==> src/rtl/aes_byte_scanner.sv <==
// aes_byte_scanner: captures one 128-bit AES block and walks its 16 bytes,
// converting each to 3-digit BCD with an 8-step double-dabble. Each byte and
// its BCD value are then held for a programmable dwell time for the 7-segment
// display decoders.
module aes_byte_scanner #(
    parameter int unsigned STEP_CYCLES = 4,  // dwell cycles per byte, 1..65535
    parameter int unsigned LOOP        = 0   // 0: single scan, 1: wrap forever
) (
    input  logic         clk,
    input  logic         reset,
    input  logic [127:0] block_in,
    input  logic         block_valid,
    input  logic         pause,
    output logic         busy,
    output logic [3:0]   byte_idx,
    output logic [7:0]   byte_out,
    output logic [11:0]  bcd_out,
    output logic         bcd_valid,
    output logic         done,
    output logic         overrun
);

    typedef enum logic [1:0] {StIdle, StConvert, StHold} StateT;

    localparam logic        Wrap     = (LOOP != 0);
    localparam logic [15:0] StepLoad = 16'(STEP_CYCLES);

    StateT        state;
    logic [127:0] blockReg;
    logic [11:0]  bcdWork;   // partial BCD result during conversion
    logic [7:0]   srcShift;  // source byte, MSB shifted out first
    logic [2:0]   iterCnt;
    logic [15:0]  dwellCnt;

    logic [2:0]   hundAdj;
    logic [3:0]   tensAdj;
    logic [3:0]   onesAdj;
    logic [11:0]  bcdNext;
    logic [3:0]   nextIdx;
    logic [7:0]   nextByte;
    logic         accept;

    assign busy = (state != StIdle);

    // One double-dabble step: add 3 to digits >= 5, then shift in the next source bit.
    always_comb begin
        // Hundreds never exceeds 2 before the final shift, so its top bit is always dropped.
        hundAdj = 3'(bcdWork[11:8] + ((bcdWork[11:8] >= 4'd5) ? 4'd3 : 4'd0));
        tensAdj = bcdWork[7:4] + ((bcdWork[7:4] >= 4'd5) ? 4'd3 : 4'd0);
        onesAdj = bcdWork[3:0] + ((bcdWork[3:0] >= 4'd5) ? 4'd3 : 4'd0);
        bcdNext = {hundAdj, tensAdj, onesAdj, srcShift[7]};
    end

    // Next byte selection (15 wraps to 0) and new-block acceptance.
    always_comb begin
        nextIdx  = byte_idx + 4'd1;
        // Byte i lives at bit offset 8*(15-i), i.e. {~i, 3'b000}.
        nextByte = 8'(blockReg >> {~nextIdx, 3'b000});
        // In wrap mode a new block preempts the scan from any state.
        accept   = block_valid && ((state == StIdle) || Wrap);
    end

    // Scan FSM: capture, per-byte conversion, dwell, advance; all outputs registered.
    always_ff @(posedge clk) begin
        if (reset) begin
            state     <= StIdle;
            blockReg  <= '0;
            bcdWork   <= '0;
            srcShift  <= '0;
            iterCnt   <= '0;
            dwellCnt  <= '0;
            byte_idx  <= '0;
            byte_out  <= '0;
            bcd_out   <= '0;
            bcd_valid <= 1'b0;
            done      <= 1'b0;
            overrun   <= 1'b0;
        end else begin
            done <= 1'b0;
            if (accept) begin
                blockReg  <= block_in;
                byte_idx  <= '0;
                byte_out  <= block_in[127:120];
                srcShift  <= block_in[127:120];
                bcdWork   <= '0;
                iterCnt   <= '0;
                dwellCnt  <= '0;
                bcd_valid <= 1'b0;
                state     <= StConvert;
                if (state == StIdle) begin
                    overrun <= 1'b0;
                end
            end else begin
                // Only reachable with a block in flight when not wrapping: drop it, flag it.
                if (block_valid && (state != StIdle)) begin
                    overrun <= 1'b1;
                end
                case (state)
                    StConvert: begin
                        bcdWork  <= bcdNext;
                        srcShift <= {srcShift[6:0], 1'b0};
                        iterCnt  <= iterCnt + 3'd1;
                        if (iterCnt == 3'd7) begin
                            bcd_out   <= bcdNext;
                            bcd_valid <= 1'b1;
                            dwellCnt  <= StepLoad;
                            state     <= StHold;
                        end
                    end
                    StHold: begin
                        if (!pause) begin
                            if (dwellCnt == 16'd1) begin
                                dwellCnt  <= '0;
                                bcd_valid <= 1'b0;
                                if ((byte_idx == 4'd15) && !Wrap) begin
                                    done  <= 1'b1;
                                    state <= StIdle;
                                end else begin
                                    byte_idx <= nextIdx;
                                    byte_out <= nextByte;
                                    srcShift <= nextByte;
                                    bcdWork  <= '0;
                                    iterCnt  <= '0;
                                    state    <= StConvert;
                                end
                            end else begin
                                dwellCnt <= dwellCnt - 16'd1;
                            end
                        end
                    end
                    default: begin
                        state <= StIdle;
                    end
                endcase
            end
        end
    end

endmodule

==> config.mk <==
export PLATFORM = sky130hd
export DESIGN_NAME = aes_byte_scanner
export DESIGN_NICKNAME = d
export VERILOG_FILES = /design/src/rtl/aes_byte_scanner.sv
export SDC_FILE = /design/constraint.sdc
export NUM_CORES = 1
export LEC_CHECK = 0
export BUFFER_PORTS_ARGS = -buffer_cell sky130_fd_sc_hd__clkbuf_2
export CAP_MARGIN = 20
export CELL_PAD_IN_SITES_DETAIL_PLACEMENT = 1
export CELL_PAD_IN_SITES_GLOBAL_PLACEMENT = 2
export CORE_MARGIN = 2
export CORE_UTILIZATION = 33
export DETAILED_ROUTE_END_ITERATION = 16
export PLACE_DENSITY = 0.87
export SYNTH_ARGS = -nofsm -noshare
export SYNTH_HDL_FRONTEND = slang
export SYNTH_SLANG_ARGS = --single-unit
==> constraint.sdc <==
create_clock -name clk -period 2.9 [get_ports clk]
set_input_delay 0.29 -clock clk [delete_from_list [all_inputs] [get_ports clk]]
set_output_delay 0.29 -clock clk [all_outputs]
set_load 0.005 [all_outputs]
Word level (Yosys, flattened, before mapping). Cells that the tools add are included.

Shifts and indexed selects: 1. Order comparisons: 3. Add/sub/neg operators: 6. Equality and inequality tests: 16. Multiplexer cells: 36. Bitwise logic cells: 6. Reductions and logical operators: 21.

Operator list (number): >> shifter 128 x 7 -> 8 bit (1); two-way mux 16 bit (3); two-way mux 8 bit (6); two-way mux 12 bit (3); one-hot mux 16 bit (2 select lines) (1); one-hot mux 12 bit (2 select lines) (1); AND reduction 4 bit (5); equality test 16 x 1 -> 1 bit, second input constant (1); one-hot mux 8 bit (2 select lines) (1); subtractor 16 x 1 -> 16 bit, second input constant (1); >= comparator 4 x 3 -> 1 bit, second input constant (3); two-way mux 2 bit (6); inequality test 3 bit, second input constant (4); AND reduction 3 bit (4); inequality test 2 bit, second input constant (5); nonzero test 2 bit (5); two-way mux 1 bit (9); two-way mux 3 bit (3); adder 4 x 2 -> 4 bit (2); one-hot mux 3 bit (2 select lines) (1); inverter 1 bit (5); OR reduction 5 bit (1); adder 4 x 1 -> 4 bit, second input constant (1); equality test 4 bit, second input constant (1); other kinds (14) (16).

Register bits: 196. Output and inout port bits: 28. Word-level logic and storage cells: 102. Input port bits: 132.

Depth between registers and ports, before layout. Gate-level depths: netlist of the first run.

Depth after elaboration: 8. Gate-level depth with buffers: 10. Mapped depth without buffers: 9.

Least setup slack after synthesis of the first run. OpenSTA, ideal clock, no wires.

Kind: reg2reg. Start: register byte_idx[0]. End: register srcShift[6]. Cell stages (with the launch flop): 9. Required time: 2.767 ns. Slack: 0.590 ns. Arrival time: 2.178 ns. Path through: dfxtp_1 > clkbuf_1 > nand3_1 > xor2_1 > buf_4 > mux2i_1 > o22ai_1 > o21ai_0 > a31oi_1.

Longest elaborated chain between the ends: 8. Elaborated cells on any way between the ends: 11. Classes of those cells: add/sub: 1; eq/ne: 2; shift: 1; mux: 5; bitwise: 1; reduce/logical: 1.

Ends and longest elaborated chain: start, declared (line 15) `output logic [3:0] byte_idx,`; start signal, assigned (line 119) `byte_idx <= nextIdx;`; adder 4 x 1 -> 4 bit (line 56) `nextIdx = byte_idx + 4'd1;`; inverter 4 bit (line 58) `nextByte = 8'(blockReg >> {~nextIdx, 3'b000});`; >> shifter 128 x 7 -> 8 bit (line 58); two-way mux 8 bit (line 115) `if ((byte_idx == 4'd15) && !Wrap) begin`; two-way mux 8 bit (line 112) `if (dwellCnt == 16'd1) begin`; two-way mux 8 bit (line 111) `if (!pause) begin`; one-hot mux 8 bit (2 select lines) (line 98) `case (state)`; two-way mux 8 bit (line 80) `if (accept) begin`; end signal, assigned (line 84) `srcShift <= block_in[127:120];`; end signal, assigned (line 101) `srcShift <= {srcShift[6:0], 1'b0};`; end signal, assigned (line 121) `srcShift <= nextByte;`; end, declared (line 31) `logic [7:0] srcShift;`.

Several ways; a longest one is shown, not always the timed one. The select of a mux whose other input is x is not followed. A chain may end at the register's enable or synchronous reset.

Worst setup path after layout of the first run.
Start: register dwellCnt[8]. End: register byte_idx[3].

Longest elaborated chain between the ends: 2.

Ends and longest elaborated chain: start, declared (line 33) `logic [15:0] dwellCnt;`; start signal, assigned (line 106) `dwellCnt <= StepLoad;`; start signal, assigned (line 127) `dwellCnt <= dwellCnt - 16'd1;`; equality test 16 x 1 -> 1 bit (line 112); AND reduction 4 bit (no line).

Every way passes these cells.

==> summary.txt, run 1 <==
Run status
  • Outcome: finished clean

Pwr
  • Cell leakage power: 4.17 nW
  • Peak VDD IR: 0.283 mV
  • Power per cell area: 580 mW/mm^2

Route
  • Routed vias: 7393
  • Total length of routed met2 wires: 12800 um
  • Met3 wire length: 1060 um
  • Ratio of routed vias to standard cells: 4.99
  • Top layer used by detailed routing: met4
  • DRT antenna net count: 0
  • Starting DRC count in detailed routing: 361
  • Detailed-router iteration count before antenna repair: 4
  • Post-route DRC: 0
  • Wire length the detailed router placed on met1: 11600 um
  • Wire length after detailed routing: 25900 um
  • Post-detailed-route wirelength per cell: 17.5 um

Setup path
  • CP endpoint kind: flip-flop
  • Arrival time worst endpoint: 2.94 ns
  • Worst path required time: 3.26 ns
  • Cell type with the highest occurrence count on the critical path: or4_4
  • Stage delay of the slowest cell on the critical path: 0.57 ns
  • Critical Path Source Type: flip-flop
  • Series of cell instances along the critical path: or4_4 > or4_4 > nor3_4 > nand2_2 > or3_1 > a21oi_1
  • Max FO, Critical Path: 12
  • Critical path class: flip-flop to flip-flop
  • Cell with the largest stage delay on the worst path: or4_4

Die
  • Total number of placement rows: 59
  • Initial Util: 0.333
  • Core region area: 0.0258 mm^2
  • Floorplan die width: 165 um
  • Die outline height: 165 um
  • Top-Level Pins: 160
  • Die Outline Area: 0.0274 mm^2

Layout
  • Layout filler cell count: 3110
  • Count of placed standard cells in the final layout, fillers left out: 1482
  • Layout cells sized above 1: 0.219
  • Number of nets in the layout: 1282
  • Synth-to-Final Area Change: 20.9%
  • Antenna cells: 0

Synthesis
  • Syn Area/Cell: 8.50 um^2
  • Dominant register cell in the synthesized netlist: dfxtp_1
  • Post-synth top area share: 0.456
  • Share of synthesized registers carrying an async set or reset: 0
  • Post-Syn Area: 0.00860 mm^2
  • Synthesis-stage register bit count: 196
  • Portion of the post-synthesis area used by sequential elements: 0.456
  • Number of warnings issued by yosys: 0
  • Mapped Cells: 1011
  • Number of different library cells in the post-synthesis netlist: 41
  • Library cell occupying the most area in the post-synthesis netlist: dfxtp_1
  • Number of flops mapped to enable cells by yosys: 0
  • Biggest area contributors in the synthesized netlist: dfxtp_1 46%, nand2_1 13%, a21oi_1 9.7%
  • Post-Synthesis Net Count: 1159

GRT
  • Antenna violations before repair: 1
  • Global router's overall resource usage: 0.195
  • Maximum number of pins on one net before global-route repair: 157
  • Number of global-route vias before repair: 7789
  • Wire length of the first global-routing pass: 41100 um
  • Global route overflow: 0

Min path
  • Min-Delay Path Class: primary input to flip-flop

Placed design
  • Final GP Congestion: 0.767
  • Hpwl dp: 17900 um
  • Cell Count Post-Placement: 1450
  • Buffers on Ports: 159

Timing
  • Final Skew: 0.0158 ns
  • Final Hold Violating Endpoints: 0
  • Transition time at the pin with the least slew margin: 0.853 ns
  • Max-slew headroom: 0.431
  • Count of pins over their slew limit: 0
  • Achievable Freq: 388 MHz
  • Post-route minimum period: 2.58 ns
  • Setup repair after global routing missed its margin: false
  • Setup-violating endpoint count in the final report: 0
  • Setup Total Neg Slack: 0 ns
  • Min Hold Slack: 0.0593 ns
  • Final critical-path share of the clock period: 0.890

Clock tree
  • Number of buffers created by CTS: 17
  • Clock tree from TritonCTS: yes
  • Root cell of the clock tree: clkbuf_16
  • Number of buffers between clock root and the deepest sink: 2
  • Clock slew at the register clock pins of the worst setup and hold paths: 0.08 ns
  • Count of H-tree levels built during CTS: 4
  • Clk_lat worst skew: 0.45 ns
  • Post-CTS setup repair buffer count: 0
  • Number of sinks handled by clock tree synthesis: 196
  • Post-cts resize count: 0
  • CTS hold repair buffers: 0

Run
  • # Max-Cap Violations: 0
stage by stage:
| step | power (W) | instance area [um^2] | setup slack (ns) | utilization |
|---|---|---|---|---|
| final | 0.00603 | 10400 | 0.320 | 0.402 |
| after global routing | 0.00627 | 10400 | 0.166 | 0.402 |
| after CTS | 0.00609 | 10400 | 0.322 | 0.402 |
| after detailed placement | 0.00349 | 9740 | 0.349 | 0.377 |
| after global placement | 0.00347 | 9740 | 0.419 | 0.377 |
| after floorplan | 0.00324 | 8600 | 0.590 | - |
layout by cell type (no fill, tap or decap), drive strengths merged, types with 2 or more instances in the layout:
| cell | Yosys | final |
|---|---|---|
| nand2 | 296 | 296 |
| dfxtp | 196 | 196 |
| clkbuf | 64 | 176 |
| a21oi | 166 | 166 |
| nor2 | 54 | 54 |
| mux4 | 32 | 32 |
| mux2i | 30 | 30 |
| inv | 14 | 20 |
| buf | 8 | 18 |
| nor2b | 15 | 15 |
| o21ai | 13 | 13 |
| ha | 13 | 13 |
| a211oi | 12 | 12 |
| xnor2 | 11 | 11 |
| xor2 | 11 | 11 |
| nor3 | 11 | 11 |
| a31oi | 10 | 10 |
| nor3b | 8 | 8 |
| nand2b | 7 | 7 |
| o22ai | 7 | 7 |
| nand3 | 4 | 4 |
| nand3b | 4 | 4 |
| clkinv | 0 | 4 |
| and3 | 3 | 3 |
| fa | 3 | 3 |
| bufinv | 0 | 3 |
| or4 | 2 | 2 |
| nor4 | 2 | 2 |
| and4b | 2 | 2 |
| or3 | 2 | 2 |
| nor4bb | 2 | 2 |
| and2 | 2 | 2 |
critical path: cells and delay by family (launching register included):
| family | cells | cell delay [ns] |
|---|---|---|
| flops | 1 | 0.35 |
| simple gates | 5 | 1.98 |
| compound gates | 1 | 0.17 |
per-layer routing:
layer	GRT usage	up-vias
li1	-	3659
met5	0	-
met4	0.0537	0
met2	0.338	144
met1	0.245	3566
met3	0.0405	24
cell type report:
class	count	area, um^2	area share
clock buffers	18	439	0.0423
clock inverters	14	210	0.0202
inverters	14	52.6	0.00506
multi-input cells	729	4360	0.419
flip-flops and latches	196	3930	0.378
well taps	335	419	0.0403
repair buffers	176	988	0.0951
registers in the layout, indices dropped and copies added, names as in the netlist:
name and cells:
bcd_out 12, blockReg 128, dwellCnt 16, byte_out 8, bcdWork 12, bcd_valid 1, overrun 1, byte_idx 4
iterCnt 3, done 1, srcShift 8, state 2
synthesized netlist by cell type (all sizes together), types with 3 or more instances:
| cell type | instances |
|---|---|
| inv | 14 |
| nor2b | 15 |
| xor2 | 11 |
| nand3b | 4 |
| a211oi | 12 |
| a21oi | 166 |
| a31oi | 10 |
| o22ai | 7 |
| nand2b | 7 |
| mux2i | 30 |
| o21ai | 13 |
| nand2 | 296 |
| dfxtp | 196 |
| nand3 | 4 |
| xnor2 | 11 |
| ha | 13 |
| and3 | 3 |
| nor2 | 54 |
| mux4 | 32 |
| buf | 8 |
| fa | 3 |
| nor3 | 11 |
| nor3b | 8 |
| clkbuf | 64 |
cells by family (layout without fill, tap and decap cells):
kind of cell	after synthesis	count (layout)	synth area share
AO/OA/AOI/OAI	212	212	0.131
XOR/XNOR	22	22	0.0224
adder cells (fa/ha/maj)	16	16	0.0259
buffers and inverters	86	222	0.0387
flip-flops	196	196	0.456
multiplexers	63	63	0.120
AND/OR/NAND/NOR	416	416	0.205
where the power goes:
part | internal [W] | switching, W
sequential | 0.00281 | 0.0000685
combinational | 0.000216 | 0.000324
clock | 0.00143 | 0.00118
worst paths after layout:
kind	from	end	slack, ns	cells past startpoint
min reg2reg	bcdWork[11]$_SDFFE_PP0P_	bcdWork[11]$_SDFFE_PP0P_	0.45	2
max reg2reg	dwellCnt[8]$_SDFFE_PP0P_	byte_idx[3]$_SDFFE_PP0P_	0.32	6
min	block_in[2]	blockReg[2]$_SDFFE_PP0P_	0.06	3
max	dwellCnt[8]$_SDFFE_PP0P_	byte_idx[3]$_SDFFE_PP0P_	0.32	6
No activity file was read; power rests on OpenSTA's default activity.
==> run 2: changes to the inputs <==
--- a/config.mk
+++ b/config.mk
@@ -6,4 +6,5 @@
 export NUM_CORES = 1
 export LEC_CHECK = 0
+export ABC_CLOCK_PERIOD_IN_PS = 2900
 export BUFFER_PORTS_ARGS = -buffer_cell sky130_fd_sc_hd__clkbuf_2
 export CAP_MARGIN = 20
==> constraint.sdc (replaced) <==
create_clock -name clk -period 2.9 [get_ports clk]
set_input_delay 0.435 -clock clk [delete_from_list [all_inputs] [get_ports clk]]
set_output_delay 0.435 -clock clk [all_outputs]
set_load 0.005 [all_outputs]
==> summary.txt, run 2 (same netlist as run 1, synthesis figures left out) <==
Pwr
  • Cell leakage power: 4.14 nW (-0.71%)
  • Peak VDD IR: 0.331 mV (+17%)
  • Power per cell area: 571 mW/mm^2 (-1.6%)
  • Overall power: 0.00590 W (-2.2%)
  • Cell-internal power: 0.00440 W (-1.2%)
  • Fraction of power consumed by the clock network: 0.421 (-0.011)
  • Proportion of power drawn by flip-flops and latches: 0.489 (+0.011)
  • Proportion of power drawn by combinational gates: 0.090 (about the same)
  • Switching power: 0.00150 W (-4.8%)
  • Switching share of power: 0.253 (-0.00705)

Die
  • Initial Util: 0.333 (unchanged)
  • Floorplan die width: 165 um (unchanged)
  • Die outline height: 165 um (unchanged)
  • Die Outline Area: 0.0274 mm^2 (unchanged)
  • Top-Level Pins: 160 (unchanged)
  • Total number of placement rows: 59 (unchanged)
  • Core region area: 0.0258 mm^2 (unchanged)

Route
  • Starting DRC count in detailed routing: 349 (-3.3%)
  • Ratio of routed vias to standard cells: 5.01 (+0.38%)
  • Post-route DRC: 0 (unchanged)
  • Detailed-router iteration count before antenna repair: 4 (unchanged)
  • Post-detailed-route wirelength per cell: 17.1 um (-2.0%)
  • DRT antenna net count: 0 (unchanged)
  • Routed vias: 7426 (+0.45%)
  • Wire length after detailed routing: 25400 um (-2.0%)

Timing
  • Achievable Freq: 397 MHz (+2.4%)
  • Post-route minimum period: 2.52 ns (-0.0603 ns)
  • Setup Total Neg Slack: 0 ns (unchanged)
  • Count of pins over their slew limit: 0 (unchanged)
  • Transition time at the pin with the least slew margin: 0.826 ns (-0.0278 ns)
  • Setup-violating endpoint count in the final report: 0 (unchanged)
  • Final Hold Violating Endpoints: 0 (unchanged)
  • Setup repair after global routing missed its margin: false
  • Final Skew: 0.0185 ns (+0.00272 ns)
  • Final critical-path share of the clock period: 0.869 (-0.0208)
  • Max-slew headroom: 0.450 (+0.0185)

Layout
  • Largest registers: blockReg (128), dwellCnt (16)
  • Layout cells sized above 1: 0.217 (-0.00174)
  • Largest Register: blockReg
  • Leading cell types in the layout, fill and taps excluded: 294 x nand2_1, 195 x dfxtp_1, 166 x a21oi_1, 158 x clkbuf_2, 54 x nor2_1
  • Commonest non-fill, non-tap cell in the layout: nand2_1
  • Flip-flop count of the largest register, all copies and words added: 128 (unchanged)
  • Synth-to-Final Area Change: 20.2%
  • Number of nets in the layout: 1282 (unchanged)
  • Layout filler cell count: 3104 (-0.19%)

Setup path
  • Arrival time worst endpoint: 2.88 ns (-0.06 ns)
  • Number of gates on the worst path with buffers counted: 6 (unchanged)
  • Worst path required time: 3.26 ns (about the same)
  • CP endpoint kind: flip-flop
  • Stage delay of the slowest cell on the critical path: 0.56 ns (about the same)
  • Critical path class: flip-flop to flip-flop
  • Buf/Inv on CP: 0 (unchanged)
  • Critical Path Source Type: flip-flop
  • Cell with the largest stage delay on the worst path: or4_4
  • Cell type with the highest occurrence count on the critical path: or4_4
  • Series of cell instances along the critical path: or4_4 > or4_4 > nor3_4 > nand2_2 > or3_1 > a21oi_1
  • Family of cells with the greatest summed delay on the critical path: simple AND/OR/NAND/NOR gates
  • Worst r2r path cells: 6 (unchanged)
  • Max FO, Critical Path: 12 (unchanged)

Min path
  • Min-Delay Path Class: primary input to flip-flop
  • Worst Hold Path Cells: 3 (unchanged)

Clock tree
  • Post-cts resize count: 0 (unchanged)
  • Number of buffers between clock root and the deepest sink: 2 (unchanged)
  • Root cell of the clock tree: clkbuf_16
  • Clk_lat worst skew: 0.44 ns (about the same)
  • Count of H-tree levels built during CTS: 4 (unchanged)
  • Number of sinks handled by clock tree synthesis: 196 (unchanged)
  • Post-CTS setup repair buffer count: 0 (unchanged)
  • CTS hold repair buffers: 0 (unchanged)
  • Clock tree from TritonCTS: yes
  • Number of buffers created by CTS: 17 (unchanged)
  • Clock slew at the register clock pins of the worst setup and hold paths: 0.08 ns (about the same)

GRT
  • Global router's overall resource usage: 0.190 (-0.00462)
  • Number of global-route vias before repair: 7624 (-2.1%)
  • Maximum number of pins on one net before global-route repair: 157 (unchanged)
  • Global route overflow: 0 (unchanged)
  • Wire length of the first global-routing pass: 40100 um (-2.4%)
  • Antenna violations before repair: 2 (+1)

Placed design
  • Hpwl dp: 17900 um (about the same)
  • Buffers on Ports: 159 (unchanged)
  • Final GP Congestion: 0.783 (+2.1%)

Run status
  • Outcome: finished clean

Run
  • # Max-Cap Violations: 0 (unchanged)
## run 2: changes by cell type in the layout (fill, tap and decap cells not counted), sizes merged
cell / before / now
clkinvlp: 1 / 3
diode: 0 / 1
clkinv: 4 / 3
clkbuf: 176 / 177
inv: 20 / 18
## run 2: per-layer routing
metal,up-vias,wire [um],global-route usage
li1,3673,-,-
met1,3602,11200,0.233
met2,130,12800,0.341
met3,19,1040,0.0355
met4,2,351,0.0502
met5,-,13,0
## run 2: tightest hold or removal path: stages
cell and delay, ns:
clkbuf_2 0.08, nand2_1 0.05, a21oi_1 0.05
## run 2: worst paths after layout
kind                                    from                    endpoint  slack [ns]
setup reg to reg    dwellCnt[8]$_SDFFE_PP0P_    byte_idx[3]$_SDFFE_PP0P_        0.38
setup / recovery    dwellCnt[8]$_SDFFE_PP0P_    byte_idx[3]$_SDFFE_PP0P_        0.38
hold / removal                  block_in[58]   blockReg[58]$_SDFFE_PP0P_        0.21
hold reg to reg   blockReg[108]$_SDFFE_PP0P_  blockReg[108]$_SDFFE_PP0P_        0.45
## run 2: layout make-up
cell class	instances	area [um^2]	area share
Tap cell	335	419	0.0405
Timing Repair Buffer	176	976	0.0944
Inverter	14	52.6	0.00508
Antenna cell	1	2.50	0.000242
Sequential cell	196	3930	0.380
Clock inverter	13	171	0.0166
Multi-Input combinational cell	729	4360	0.422
Clock buffer	19	433	0.0419
## run 2: power by group through the flow
stage               Clock (W)  Sequential (W)  Combinational [W]
global route          0.00263         0.00290           0.000597
detailed placement          0         0.00295           0.000538
floorplan                   0         0.00292           0.000320
CTS                   0.00253         0.00289           0.000541
global placement            0         0.00294           0.000530
finish                0.00248         0.00288           0.000532
## run 2: stage by stage
step | utilization | instance area [um^2] | hold slack (ns) | setup slack [ns] | std cells
after floorplan | - | 8600 | 0.427 | 0.590 | 1011
after global placement | 0.377 | 9730 | 0.439 | 0.409 | 1450
after detailed placement | 0.377 | 9730 | 0.447 | 0.394 | 1450
after CTS | 0.400 | 10300 | 0.201 | 0.352 | 1482
after global routing | 0.400 | 10300 | 0.209 | 0.178 | 1482
final | 0.400 | 10300 | 0.211 | 0.380 | 1483
